[config.mk]
export PLATFORM = sky130hd
export DESIGN_NAME = clock_timekeeper
export DESIGN_NICKNAME = d
export VERILOG_FILES = /design/src/rtl/clock_timekeeper.sv
export SDC_FILE = /design/constraint.sdc
export NUM_CORES = 1
export LEC_CHECK = 0
export BUFFER_PORTS_ARGS = -buffer_cell sky130_fd_sc_hd__buf_2
export CELL_PAD_IN_SITES_DETAIL_PLACEMENT = 1
export CELL_PAD_IN_SITES_GLOBAL_PLACEMENT = 1
export CORE_MARGIN = 5
export CORE_UTILIZATION = 35
export DETAILED_ROUTE_END_ITERATION = 8
export GPL_TIMING_DRIVEN = 0
export PLACE_DENSITY_LB_ADDON = 0.08
export SKIP_LAST_GASP = 1
export SLEW_MARGIN = 25
export SYNTH_ARGS = -nofsm -noshare
export SYNTH_HDL_FRONTEND = slang
export SYNTH_SLANG_ARGS = --single-unit
[constraint.sdc]
create_clock -name i_clk -period 3 [get_ports i_clk]
set_input_delay 0.6 -clock i_clk [delete_from_list [all_inputs] [get_ports i_clk]]
set_output_delay 0.6 -clock i_clk [all_outputs]
set_load 0.05 [all_outputs]
[src/rtl/clock_timekeeper.sv]
`default_nettype none
// ============================================================================
// Module      : clock_timekeeper
// Description : Time-of-day core. Keeps seconds/minutes/hours counters that
//               free-run from a prescaled clock enable in run mode. In set
//               mode the field chosen by i_sel loads i_val when i_val is in
//               range. o_sel_val returns the selected field for the input
//               stage's value counter preload.
// Ports       : i_clk, i_reset (sync, active high), i_ena (prescaler enable),
//               i_set (1 = set mode), i_sel (0 sec/1 min/2 hr/3 none),
//               i_val (field value), o_sec/o_min/o_hr (binary time),
//               o_sel_val (selected field, 0 for none), o_sec_pulse (one
//               cycle per second tick), o_running (registered ~i_set).
// Revision    : 1.0 - initial release
// ============================================================================
module clock_timekeeper #(
    parameter int unsigned TICKS_PER_SEC = 100_000_000,
    parameter int unsigned HOURS_PER_DAY = 24
) (
    input  logic       i_clk,
    input  logic       i_reset,
    input  logic       i_ena,
    input  logic       i_set,
    input  logic [1:0] i_sel,
    input  logic [7:0] i_val,
    output logic [7:0] o_sec,
    output logic [7:0] o_min,
    output logic [7:0] o_hr,
    output logic [7:0] o_sel_val,
    output logic       o_sec_pulse,
    output logic       o_running
);

    localparam int unsigned c_PRESC_W   = (TICKS_PER_SEC > 1) ? $clog2(TICKS_PER_SEC) : 1;
    localparam logic [c_PRESC_W-1:0] c_PRESC_MAX = c_PRESC_W'(TICKS_PER_SEC - 1);
    localparam logic [7:0] c_MAX_SM     = 8'd59;
    localparam logic [7:0] c_MAX_HR     = 8'(HOURS_PER_DAY - 1);

    localparam logic [1:0] c_SEL_SEC    = 2'd0;
    localparam logic [1:0] c_SEL_MIN    = 2'd1;
    localparam logic [1:0] c_SEL_HR     = 2'd2;

    logic [c_PRESC_W-1:0] r_presc;
    logic [7:0]           r_sec;
    logic [7:0]           r_min;
    logic [7:0]           r_hr;
    logic                 r_sec_pulse;
    logic                 r_running;

    logic                 w_presc_wrap;
    logic                 w_tick;

    assign w_presc_wrap = (r_presc == c_PRESC_MAX);
    // A tick needs run mode and an enabled cycle on the last prescaler count.
    assign w_tick       = i_ena & ~i_set & w_presc_wrap;

    always_ff @(posedge i_clk) begin
        if (i_reset) begin
            r_presc     <= '0;
            r_sec       <= '0;
            r_min       <= '0;
            r_hr        <= '0;
            r_sec_pulse <= 1'b0;
            r_running   <= 1'b1;
        end else begin
            r_sec_pulse <= w_tick;
            r_running   <= ~i_set;
            if (i_set) begin
                // Discard any partial second so the first run tick comes a
                // full second after leaving set mode.
                r_presc <= '0;
                case (i_sel)
                    c_SEL_SEC: if (i_val <= c_MAX_SM) r_sec <= i_val;
                    c_SEL_MIN: if (i_val <= c_MAX_SM) r_min <= i_val;
                    c_SEL_HR:  if (i_val <= c_MAX_HR) r_hr  <= i_val;
                    default:   ;
                endcase
            end else if (i_ena) begin
                if (w_presc_wrap) begin
                    r_presc <= '0;
                    // Full carry chain resolves in a single edge.
                    if (r_sec == c_MAX_SM) begin
                        r_sec <= '0;
                        if (r_min == c_MAX_SM) begin
                            r_min <= '0;
                            if (r_hr == c_MAX_HR) begin
                                r_hr <= '0;
                            end else begin
                                r_hr <= r_hr + 8'd1;
                            end
                        end else begin
                            r_min <= r_min + 8'd1;
                        end
                    end else begin
                        r_sec <= r_sec + 8'd1;
                    end
                end else begin
                    r_presc <= r_presc + c_PRESC_W'(1);
                end
            end
        end
    end

    always_comb begin
        o_sel_val = 8'd0;
        case (i_sel)
            c_SEL_SEC: o_sel_val = r_sec;
            c_SEL_MIN: o_sel_val = r_min;
            c_SEL_HR:  o_sel_val = r_hr;
            default:   o_sel_val = 8'd0;
        endcase
    end

    assign o_sec       = r_sec;
    assign o_min       = r_min;
    assign o_hr        = r_hr;
    assign o_sec_pulse = r_sec_pulse;
    assign o_running   = r_running;

endmodule
`default_nettype wire

; Word level (Yosys, flattened, before mapping)
; Cells that the tools add are included.
[word_totals]
ff_bits = 53
inputBits = 14
word_cells = 57
[op_classes]
add_sub_neg = 4
n_lt_le_gt_ge = 2
n_eq_ne = 11
n_mux = 22
bitwise_logic = 3
reduce_logical = 9
[op_table]
columns = op, n
row1 = $mux W8, 20
row2 = $add A27 B1 Y27 const B, 1
row3 = $eq A27 B27 Y1 const B, 1
row4 = $mux W27, 1
row5 = $add A8 B1 Y8 const B, 3
row6 = $pmux W8 S3, 1
row7 = $eq A8 B6 Y1 const B, 2
row8 = $ne A2 B1 Y1 const B, 5
row9 = $eq A8 B5 Y1 const B, 1
row10 = $le A8 B5 Y1 const B, 1
row11 = $le A8 B6 Y1 const B, 1
row12 = $reduce_bool A2 Y1, 4
row13 = $reduce_and A6 Y1, 1
row14 = $reduce_and A5 Y1, 1
row15 = $reduce_and A4 Y1, 1
row16 = $and A1 B1 Y1, 2
row17 = $eq A2 B1 Y1 const B, 1
row18 = $eq A2 B2 Y1 const B, 1
row19 = $logic_not A2 Y1, 1
row20 = $reduce_or A2 Y1, 1
row21 = $not A1 Y1, 1

; Logic depth before layout (Yosys ltp)
[logic_depth]
word_depth = 7
ltp_mapped = 7
mapped_depth_nobuf = 6

; Least setup slack after synthesis
; OpenSTA, ideal clock, no wires.
[synth_path]
path_type = input-to-output
from = input port i_sel[0]
to = output port o_sel_val[7]
arrival_time_ps = 2235
t_required_ps = 2400
slack_ps = 165
stages = 3
path_buffers = 1
cell_sequence = buf_1 > mux2i_1 > o21ai_0
[synth_via]
elab_chain_len = 2
word_cells_on_any_way = 4
cone_classes = eq/ne (2) / mux (1) / reduce/logical (1)
[synth_rtl]
columns = element, line_no
row1 = "start, declared", 24  ; input logic [1:0] i_sel,
row2 = "$eq A2 B2 Y1, or another cell as far along", 106  ; case (i_sel)
row3 = $pmux W8 S3 *, 106
row4 = "end, declared", 29  ; output logic [7:0] o_sel_val,
; Mark *: on every way between the ends. The rest lies on a longest branch, timed or not.

; Worst setup path in the final report
[layout_path]
from = input port i_sel[0]
to = output port o_sel_val[2]
; Same word-level chain as after synthesis.

==> flow_metrics.env <==
export IMPL_avgRoutedWirePerCell_um=19.5
export IMPL_timing_rr_end="o_min[4]"
export IMPL_mostFrequentLayoutCell="dfxtp_1"
export IMPL_worstPathMaxFanout=10
export IMPL_firstDrtPassIters=4
export IMPL_dp_slack_ps=390
export IMPL_slew_viol_final=0
export IMPL_initialDrtViolationCount=132
export IMPL_ir_drop_mv=0.165
export IMPL_post_cts_buffers=0
export IMPL_setup_ws_ps=397
export IMPL_cts_htree_levels=2
export IMPL_swShare=0.283
export IMPL_finalCriticalPeriod_ps=2600
export IMPL_placedCellCount=542
export IMPL_synthFlopType="dfxtp_1"
export IMPL_endpoint_kind="output port"
export IMPL_crit_arrival_ps=2000
export IMPL_drive_above_1_share=0.154
export IMPL_grt_overflow=0
export IMPL_synthArstFlopShare=0
export IMPL_powerDensity_nw_per_um2=354
export IMPL_layout_common_cells="53 x dfxtp_1, 48 x buf_2, 47 x nand2_1"
export IMPL_worstRegToRegCells=6
export IMPL_area_growth_pct=14.2
export IMPL_synth_top_area_share=0.340
export IMPL_path_cells="buf_2, buf_1, mux2i_1, o21ai_0, buf_2"
export IMPL_pwr_share_clk=0.341
export IMPL_cts_sinks=53
export IMPL_drc=0
export IMPL_die_area_um2=10900
export IMPL_sequentialPowerShare=0.565
export IMPL_hold_depth=2
export IMPL_antenna_found_initial=0
export IMPL_gp_congestion=0.852
export IMPL_grt_pass1_wl_um=17500
export IMPL_status="complete, no violations"
export IMPL_seq_area_frac_synth=0.340
export IMPL_die_w_um=104
export IMPL_synth_avg_cell_area_um2=7.99
export IMPL_worstMarginPinSlew_ps=785
export IMPL_yosysTopAreaCell="dfxtp_1"
export IMPL_ant_nets=0
export IMPL_period_share=0.868
export IMPL_cts_buffers=5
export IMPL_grt_max_degree=17
export IMPL_diodes=0
export IMPL_cts_tree="done"
export IMPL_final_hold_violation_count=0
export IMPL_cpMostUsedCell="buf_2"
export IMPL_ys_top_cells_by_area="dfxtp_1 34%, nand2_1 5.7%, nor2_1 5.2%"
export IMPL_grt_pass1_vias=3320
export IMPL_dp_hpwl_um=7760
export IMPL_via_count=3196
export IMPL_clk_pin_slew_worst_paths_ps=100
export IMPL_cpMaxStageDelayCell="buf_1"
export IMPL_timing_slew_headroom=0.470
export IMPL_rrSetupSlack_ps=660
export IMPL_totalWireLength_um=10700
export IMPL_min_delay_start="r_presc[16]"
export IMPL_p_comb_frac=0.094
export IMPL_max_freq_mhz=384
export IMPL_synth_warnings=0
export IMPL_io_buffers=44
export IMPL_vias_per_cell=5.81
export IMPL_clkLatencyLatePin_ps=310
export IMPL_io_pins=48
export IMPL_initial_utilization=0.358
export IMPL_fp_coreArea_um2=8720
export IMPL_p_switching_uw=356
export IMPL_setup_tns_ps=0
export IMPL_fin_skew_ps=6.53
export IMPL_rows=34
export IMPL_p_int_uw=904
export IMPL_critPathKind="input port to output port"
export IMPL_yosys_register_bits=53
export IMPL_nets=459
export IMPL_synth_edff_count=0
export IMPL_setup_violations_final=0
export IMPL_cp_data_required_time_ps=2400
export IMPL_root_buffer="clkbuf_8"
export IMPL_cts_resized_gates=0
export IMPL_rsz0062_at_grt="false"
export IMPL_synth_nets=408
export IMPL_hold_class="flop to flop"
export IMPL_r2r_start="o_sec[0]"
export IMPL_min_to="r_presc[16]"
export IMPL_syn_area_um2=3120
export IMPL_crit_path_max_incr_delay_ps=510
export IMPL_grt_use_total=0.195
export IMPL_maxCapViolCount=0
export IMPL_synth_cell_types=62
export IMPL_fin_cells=550
export IMPL_cts_hold_buf=0
export IMPL_cts_max_path_buffers=2
export IMPL_p_leak_nw=1.29
export IMPL_crit_path_start_kind="input port"
export IMPL_synthCells=390
export IMPL_die_y_um=104
[cell usage after synthesis (8+ instances only)]
library cell  count
xor2_1           10
clkbuf_1         13
inv_1            12
nor3_1           13
xnor2_1          16
nor2_1           43
nand2_1          47
nand4_1           8
and3_1            9
dfxtp_1          53
mux2i_1           9
a21oi_1          14
nand3_1          18
o21ai_0          20
and4_1            8
[through the flow]
| step | hold WS [ps] | utilization | instance area (um^2) | power (mW) |
|---|---|---|---|---|
| floorplan | 472 | - | 3120 | 0.800 |
| global placement | 486 | 0.398 | 3470 | 0.844 |
| detailed placement | 511 | 0.398 | 3470 | 0.846 |
| CTS | 539 | 0.408 | 3560 | 1.28 |
| global route | 573 | 0.408 | 3560 | 1.32 |
| finish | 527 | 0.408 | 3560 | 1.26 |
[registers in the layout, summed over array words and instances (netlist names)]
signal	cells
o_sec_pulse	1
o_sec	8
r_presc	27
o_hr	8
o_running	1
o_min	8
[area by class of cell]
class	count	area (um^2)
plain buffers	21	87.6
well taps	108	135
inverters	13	48.8
clock inverters	2	15.0
multi-input cells	303	1920
repair buffers	44	220
clock buffers	6	72.6
flip-flops and latches	53	1060
fillers	1104	5160
[cell families after synthesis]
kind of cell,share of synthesized area
adders and majority gates,0.0161
xor gates and xnor gates,0.0730
DFF,0.340
AOI/OAI and AO/OA,0.191
buffers and inverters,0.0437
and+or+nand+nor,0.307
muxes,0.0289
[critical path: cells and delay by family]
kind / cells / cell delay (ps)
mux: 1 / 220
buf+inv: 3 / 920
compound gates: 1 / 260
[power groups by stage]
| stage | Sequential (mW) | Combinational (mW) | Clock, mW |
|---|---|---|---|
| final | 0.712 | 0.118 | 0.430 |
| after global routing | 0.713 | 0.128 | 0.480 |
| after CTS | 0.712 | 0.118 | 0.448 |
| after detailed placement | 0.728 | 0.118 | 0 |
| after global placement | 0.728 | 0.116 | 0 |
| after floorplan | 0.737 | 0.0630 | 0 |
[worst max-delay path by stage]
stage                   from      endpoint  slack [ps]  cells past startpoint
floorplan           i_sel[0]  o_sel_val[7]         170                      3
global placement    i_sel[0]  o_sel_val[3]         420                      5
detailed placement  i_sel[0]  o_sel_val[2]         390                      5
CTS                 i_sel[0]  o_sel_val[2]         380                      5
global route        i_sel[0]  o_sel_val[1]         330                      5
finish              i_sel[0]  o_sel_val[2]         400                      5
[per-layer routing]
metal | share of wire | global-route usage | up-vias | wire length [um]
li1 | - | - | 1543 | -
met1 | 0.44 | 0.237 | 1570 | 4690
met2 | 0.50 | 0.341 | 64 | 5330
met3 | 0.036 | 0.0292 | 19 | 384
met4 | 0.027 | 0.0759 | 0 | 287
met5 | 0 | 0 | - | 0
Power figures use the tool's default switching activity.
